--- config.mk ---
export PLATFORM = sky130hd
export DESIGN_NAME = instr_mem_loader
export DESIGN_NICKNAME = d
export VERILOG_FILES = /design/src/rtl/instr_mem_loader.sv
export SDC_FILE = /design/constraint.sdc
export NUM_CORES = 1
export LEC_CHECK = 0
export CAP_MARGIN = 20
export CORE_UTILIZATION = 45
export CTS_CLUSTER_DIAMETER = 30
export CTS_CLUSTER_SIZE = 20
export DETAILED_ROUTE_END_ITERATION = 8
export GPL_ROUTABILITY_DRIVEN = 0
export PLACE_DENSITY = 0.79
export SLEW_MARGIN = 25
export SYNTH_ARGS = -nofsm -noshare
export SYNTH_HDL_FRONTEND = slang
export SYNTH_SLANG_ARGS = --single-unit
--- constraint.sdc ---
create_clock -name clk -period 3.8 [get_ports clk]
set_input_delay 0.76 -clock clk [delete_from_list [all_inputs] [get_ports clk]]
set_output_delay 0.76 -clock clk [all_outputs]
set_load 0.01 [all_outputs]
--- src/rtl/instr_mem_loader.sv ---
// instr_mem_loader
//   Fills the instruction memory from a host byte stream before the RISC
//   core is allowed to run. A frame is LEN_HI, LEN_LO (word count N,
//   big-endian), then 3*N payload bytes. Each word is sent MSB first.
//   Every assembled 24-bit word is written to consecutive IM addresses
//   starting at 0. The core is held in reset until a frame loads cleanly.
//
//   Optional feature macro: LOADER_CHECKSUM_EN
//     When defined, one extra byte follows the payload. It is the XOR of all
//     3*N payload bytes (0x00 for N=0). A mismatch rejects the frame. Words
//     already written stay in IM, but the core stays in reset.
//
// Ports
//   clk         in   system clock, rising edge
//   reset       in   asynchronous, active-low
//   start       in   1-cycle pulse: begin (or restart) a load frame
//   byte_in     in   [7:0] stream byte
//   byte_valid  in   byte_in valid
//   byte_ready  out  loader accepts byte_in this cycle
//   im_we       out  IM write strobe, one cycle per word
//   im_addr     out  [ADDR_W-1:0] IM write address (held between writes)
//   im_wdata    out  [INSTR_W-1:0] IM write data (held between writes)
//   cpu_reset   out  active-high core reset; low only after a good load
//   load_done   out  level: frame loaded successfully
//   load_err    out  level: frame rejected
//   load_count  out  [ADDR_W-1:0] words written in the current frame
//   state_dbg   out  [2:0] current FSM state encoding
//
// Handshake: a byte moves only on a rising edge where byte_valid && byte_ready.
//   byte_ready depends only on the FSM state, never on byte_valid.
//   The producer holds byte_in stable while byte_valid is high and ready is low.
//   byte_valid in a non-accepting state is ignored and consumes nothing.
module instr_mem_loader #(
  parameter int ADDR_W  = 16,
  parameter int INSTR_W = 24,
  parameter int DEPTH   = 256
) (
  input  logic               clk,
  input  logic               reset,
  input  logic               start,
  input  logic [7:0]         byte_in,
  input  logic               byte_valid,
  output logic               byte_ready,
  output logic               im_we,
  output logic [ADDR_W-1:0]  im_addr,
  output logic [INSTR_W-1:0] im_wdata,
  output logic               cpu_reset,
  output logic               load_done,
  output logic               load_err,
  output logic [ADDR_W-1:0]  load_count,
  output logic [2:0]         state_dbg
);

  typedef enum logic [2:0] {
    IDLE   = 3'd0,
    LEN_HI = 3'd1,
    LEN_LO = 3'd2,
    DATA   = 3'd3,
    WRITE  = 3'd4,
    CHK    = 3'd5,
    DONE   = 3'd6,
    ERR    = 3'd7
  } state_t;

  state_t             state_q, state_d;
  logic [15:0]        len_q;
  logic [1:0]         byte_idx_q;
  logic [INSTR_W-1:0] word_q;
  logic               xfer;
  logic [15:0]        len_new;
  logic [ADDR_W-1:0]  count_inc;
`ifdef LOADER_CHECKSUM_EN
  logic [7:0]         csum_q;
`endif

  assign byte_ready = (state_q == LEN_HI) || (state_q == LEN_LO) ||
                      (state_q == DATA)   || (state_q == CHK);
  assign xfer       = byte_valid && byte_ready;
  assign len_new    = {len_q[15:8], byte_in};
  assign count_inc  = load_count + 1'b1;

  // Status outputs are pure decodes of the state, so they cannot disagree with it.
  assign im_we     = (state_q == WRITE);
  assign cpu_reset = (state_q != DONE);
  assign load_done = (state_q == DONE);
  assign load_err  = (state_q == ERR);
  assign state_dbg = state_q;

  always_comb begin
    state_d = state_q;
    case (state_q)
      IDLE:   if (start) state_d = LEN_HI;
      LEN_HI: if (xfer) state_d = LEN_LO;
      LEN_LO: begin
        if (xfer) begin
          if (32'(len_new) > 32'(DEPTH)) state_d = ERR;
`ifdef LOADER_CHECKSUM_EN
          else if (len_new == 16'd0)     state_d = CHK;
`else
          else if (len_new == 16'd0)     state_d = DONE;
`endif
          else                           state_d = DATA;
        end
      end
      DATA:   if (xfer && (byte_idx_q == 2'd2)) state_d = WRITE;
      WRITE: begin
        // The DEPTH check on N keeps count_inc from wrapping.
        if (16'(count_inc) == len_q)
`ifdef LOADER_CHECKSUM_EN
          state_d = CHK;
`else
          state_d = DONE;
`endif
        else
          state_d = DATA;
      end
`ifdef LOADER_CHECKSUM_EN
      CHK:    if (xfer) state_d = (byte_in == csum_q) ? DONE : ERR;
`endif
      DONE:   if (start) state_d = LEN_HI;
      ERR:    if (start) state_d = LEN_HI;
      default: state_d = IDLE;
    endcase
  end

  always_ff @(posedge clk or negedge reset) begin
    if (!reset) begin
      state_q    <= IDLE;
      len_q      <= '0;
      byte_idx_q <= '0;
      word_q     <= '0;
      im_addr    <= '0;
      im_wdata   <= '0;
      load_count <= '0;
`ifdef LOADER_CHECKSUM_EN
      csum_q     <= '0;
`endif
    end else begin
      state_q <= state_d;
      case (state_q)
        IDLE, DONE, ERR: begin
          // A new frame starts from word 0 with a fresh checksum.
          if (start) begin
            load_count <= '0;
`ifdef LOADER_CHECKSUM_EN
            csum_q     <= '0;
`endif
          end
        end
        LEN_HI: if (xfer) len_q[15:8] <= byte_in;
        LEN_LO: begin
          if (xfer) begin
            len_q[7:0] <= byte_in;
            byte_idx_q <= 2'd0;
          end
        end
        DATA: begin
          if (xfer) begin
`ifdef LOADER_CHECKSUM_EN
            csum_q <= csum_q ^ byte_in;
`endif
            case (byte_idx_q)
              2'd0: begin
                word_q[23:16] <= byte_in;
                byte_idx_q    <= 2'd1;
              end
              2'd1: begin
                word_q[15:8] <= byte_in;
                byte_idx_q   <= 2'd2;
              end
              default: begin
                // The write port is loaded here so im_addr/im_wdata stay
                // fixed after the strobe while load_count moves on.
                im_addr    <= load_count;
                im_wdata   <= {word_q[INSTR_W-1:8], byte_in};
                byte_idx_q <= 2'd0;
              end
            endcase
          end
        end
        WRITE: load_count <= count_inc;
        default: ;
      endcase
    end
  end

endmodule

Yosys cells after proc, flatten, opt, wreduce, memory -nomap -nowiden
Cells that the tools add are included.
Widths: inputs -> output; s select.
{"block": "totals", "regBits": 93, "wordCells": 62}
{"block": "classes", "add_sub_neg": 1, "order_cmp": 1, "eq_ne": 16, "mux": 14, "bitwise": 1, "reduce_logical": 20}
{"operator": "$pmux 16 s2", "count": 1}
{"operator": "$mux 3", "count": 7}
{"operator": "$add 16x1->16 const B", "count": 1}
{"operator": "$eq 16x16->1", "count": 1}
{"operator": "$gt 16x9->1 const B", "count": 1}
{"operator": "$logic_not 16->1", "count": 1}
{"operator": "$mux 16", "count": 1}
{"operator": "$pmux 3 s5", "count": 1}
{"operator": "$eq 3x3->1 const B", "count": 4}
{"operator": "$reduce_and 3->1", "count": 4}
{"operator": "$pmux 2 s2", "count": 2}
{"operator": "$eq 3x2->1 const B", "count": 2}
{"operator": "$ne 2x2->1 const B", "count": 3}
{"operator": "$reduce_and 2->1", "count": 3}
{"operator": "$mux 2", "count": 2}
{"operator": "$ne 2x1->1 const B", "count": 2}
{"operator": "$reduce_and 4->1", "count": 1}
{"operator": "$reduce_bool 2->1", "count": 2}
{"operator": "$eq 3x1->1 const B", "count": 1}
{"operator": "$logic_not 3->1", "count": 1}
{"operator": "$logic_or 1x1->1", "count": 3}
{"operator": "$ne 3x3->1 const B", "count": 1}
{"operator": "$reduce_or 3->1", "count": 1}
{"operator": "$eq 2x1->1 const B", "count": 1}
{"operator": "5 further kinds", "count": 6}

Longest topological paths before layout
{"block": "logic_depth", "word_depth": 8, "mapped_depth": 7, "ltp_nobuf": 7}

Worst setup path before layout
OpenSTA, ideal clock, no wires.
{"block": "synth_timing", "path_kind": "flip-flop to flip-flop", "startpoint": "register load_count[0]", "endpoint": "register state_q[0], in the netlist state_dbg[0]", "arrival_ns": 2.179, "setup_slack_ns": 1.486, "path_stages_with_launch": 8, "n_path_buf": 0, "period_less_slack_ns": 2.314, "cell_sequence": "dfrtp_1 -> ha_1 -> nand4_4 -> or4_1 -> xnor2_1 -> nor4_1 -> nor4b_2 -> a31oi_1"}
{"block": "synth_via", "elab_chain_len": 4}
{"item": "from (decl)", "line_no": "50", "rtl": "output logic [ADDR_W-1:0] load_count,"}
{"item": "from (signal assigned)", "line_no": "181", "rtl": "WRITE: load_count <= count_inc;"}
{"item": "$add 16x1->16", "line_no": "80", "rtl": "assign count_inc = load_count + 1'b1;"}
{"item": "$eq 16x16->1", "line_no": "108", "rtl": "if (16'(count_inc) == len_q)"}
{"item": "$mux 3", "line_no": "108"}
{"item": "$pmux 3 s5", "line_no": "91", "rtl": "case (state_q)"}
{"item": "to (signal assigned)", "line_no": "139", "rtl": "state_q <= state_d;"}
{"item": "to (decl)", "line_no": "65", "rtl": "state_t state_q, state_d;"}
No other way between the ends.
A chain may end at the register's enable or synchronous reset.

Final worst setup path
{"block": "layout_timing", "startpoint": "register state_q[0], in the netlist state_dbg[0]", "endpoint": "output port im_we"}
{"block": "layout_via", "elab_chain_len": 1}
{"item": "$eq 3x3->1", "line_no": "83", "rtl": "assign im_we = (state_q == WRITE);"}
{"item": "to (decl)", "line_no": "44", "rtl": "output logic im_we,"}
No other way between the ends.

==> impl_metrics.toml <==
[status]
outcome = "complete, no violations"

[sta]
final_hold_viol_count = 0
period_minus_slack_ns = 3.33
slew_headroom_pct = 48.9
fmax_mhz = 300
tns_ns = 0
worst_slew_pin_slew_ns = 0.763
final_max_slew_viol_count = 0
skew_ns = 0.00982
setup_violations = 0
rsz0062_at_grt = "false"
finalCritPeriodShare_pct = 87.7

[placed_design]
dpl.hpwl_um = 6560
dpl-instance-area_um2 = 5200
port_buffers = 75
place_inst = 548

[critical_path]
cpMaxStageDelayCell = "clkdlybuf4s50_1"
startpoint_type = "flop"
critPathMaxFanout = 18
cp_slowest_stage_delay_ns = 0.62
path_cells = "nor2_1, nand2_1, inv_1, clkdlybuf4s50_1"
worstPathArrival_ns = 2.57
worst-setup-path-type = "reg -> out"
worstPathRequired_ns = 3.04
worstSetupEndpointType = "primary output"

[route]
ant_nets = 0
num_vias = 3057
drt_wl_total_um = 9410
drt_iter0_drc = 189
wl_per_cell_um = 16.7
dr.pass1.iters = 4
route.detailed.drc = 0
via_per_inst = 5.42

[floorplan]
rows = 35
dieArea_um2 = 10100
fp.dieW_um = 100
start_util_pct = 46.7
die_h_um = 100
pin_count = 76
coreArea_um2 = 9330

[synthesis]
synthFlopType = "dfrtp_1"
yosysSeqAreaShare_pct = 53.4
synth.net_count = 374
synth_cells = 361
synth_seq_cells = 93
synthArstFlopShare_pct = 100
synth_edf_count = 0
avgSynthCellArea_um2 = 12.1
yosysWarnings = 0
synth_area_um2 = 4360
synth.distinct_cells = 46

[hold_path]
hold_class = "in -> async"

[power_and_ir_drop]
ir_worst_vdd_v = 0.000411
powerDensity_nw_per_um2 = 631
leakage_uw = 0.00234

[global_route]
grt.total_usage_pct = 20.2
grt_pass1_wl_um = 15400
grt_pass1_vias = 3009
grt.overflow.total = 0
grt_start_max_net_pins = 42
antenna_found_initial = 0

[final_layout]
area_growth_pct = 23.6
fin_area_um2 = 5380
fin_cells = 564
fin_nets = 443
n_antenna_cell = 0
layout-drive-gt1-share_pct = 23.2

[cts]
cts_sinks = 93
h-tree-depth = 3
holdBufCountCts = 0
insertion_delay_ns = 0.36
cts_setup_buffers = 0
clkTransAtPathRegs_ns = 0.09
cts_tree = "done"
cts_buffers = 9
cts_buffer_depth = 2
clockRootBuffer = "clkbuf_8"
cts_resized = 0

[job]
cap_violations = 0
## worst max-delay path, delay by kind of cell, from the launching register on
| family | cells | cell delay [ns] |
|---|---|---|
| buf+inv | 2 | 1.09 |
| flops | 1 | 0.55 |
| simple gates | 2 | 0.57 |
## layout make-up
class                   instances  area [um^2]
fillers                       781         3940
flip-flops and latches         93         2330
repair buffers                 79          778
well taps                     129          161
clock inverters                 7         60.1
clock buffers                   9          124
inverters                       4         15.0
multi-input cells             243         1920
## synthesized netlist by cell type, types with 3 or more instances
master	instances	area share, %
a21oi_1	5	0.57
a31oi_1	3	0.43
and3_1	4	0.57
buf_2	8	0.92
clkbuf_1	10	0.86
dfrtp_1	93	53
inv_1	4	0.34
mux2_2	71	18
mux2i_1	3	0.69
nand2_1	21	1.8
nand2b_1	7	1.0
nand3_1	10	1.1
nand4_1	5	0.72
nor2_1	18	1.6
nor3_1	4	0.46
nor4_1	6	0.86
o21ai_0	24	2.8
o31ai_1	4	0.69
xnor2_1	16	3.2
xor2_1	10	2.0
## per-stage QoR
| stage | power [uW] | hold slack [ns] | util [%] | setup WS (ns) |
|---|---|---|---|---|
| 6_report | 3400 | 0.348 | 57.7 | 0.468 |
| 5_1_grt | 3620 | 0.361 | 57.7 | 0.278 |
| 4_1_cts | 3430 | 0.351 | 57.7 | 0.484 |
| 3_5_place_dp | 2810 | 0.492 | 55.7 | 0.897 |
| 3_3_place_gp | 2750 | 0.485 | 55.7 | 0.943 |
| 2_1_floorplan | 2290 | 0.464 | - | 1.49 |
## power by group
| group | internal [uW] | switching (uW) |
|---|---|---|
| clock network | 247 | 363 |
| logic | 719 | 490 |
| registers | 1300 | 278 |
## logic make-up after synthesis
family,share of synthesized area [%]
AO/OA/AOI/OAI,6.66
XOR/XNOR,5.23
adder cells (fa/ha/maj),0.287
buffers and inverters,2.56
flip-flops,53.4
multiplexers,19.0
AND/OR/NAND/NOR,12.8
## per-layer routing
metal | part of all wire (%) | track usage (%) | vias to the layer above
li1 | - | - | 1428
met1 | 45 | 26.4 | 1523
met2 | 47 | 32.2 | 94
met3 | 6.6 | 5.92 | 12
met4 | 1.3 | 6.69 | 0
met5 | 0 | 0 | -
## final timing paths
path / slack [ns] / depth (start not counted) / to / startpoint
min reg2reg: 0.51 / 1 / im_addr[9]$_DFFE_PN0P_ / im_addr[9]$_DFFE_PN0P_
max: 0.47 / 4 / im_we / state_dbg[0]$_DFFE_PN0P_
max reg2reg: 1.15 / 7 / state_dbg[2]$_DFFE_PN0P_ / load_count[0]$_DFFE_PN0P_
max in group asynchronous: 2.70 / 2 / word_q[15]$_DFFE_PN0P_ / reset
min: 0.35 / 1 / load_count[0]$_DFFE_PN0P_ / reset
min in group clk: 0.51 / 1 / im_addr[9]$_DFFE_PN0P_ / im_addr[9]$_DFFE_PN0P_
## state kept, by name, indices dropped and copies added, names as in the netlist
name        cells
im_wdata       24
len_q          16
im_addr        16
word_q         16
byte_idx_q      2
state_dbg       3
load_count     16
## layout by cell type, fill, tap and decap left out, types with 2 or more instances in the layout
master	instances
a211oi_1	2
a21o_1	2
a21oi_1	5
a22o_1	2
a31oi_1	3
and2_1	2
and3_1	4
buf_4	5
clkbuf_8	9
clkdlybuf4s50_1	74
clkinv_4	2
clkinvlp_4	2
dfrtp_1	93
inv_1	4
inv_8	2
mux2_2	71
mux2i_1	3
nand2_1	21
nand2b_1	7
nand3_1	10
nand3b_1	2
nand4_1	5
nand4_4	2
nor2_1	18
nor2b_1	2
nor3_1	4
nor3b_2	2
nor4_1	6
o21ai_0	24
o31ai_1	4
xnor2_1	16
xor2_1	10
Power figures use the tool's default switching activity.
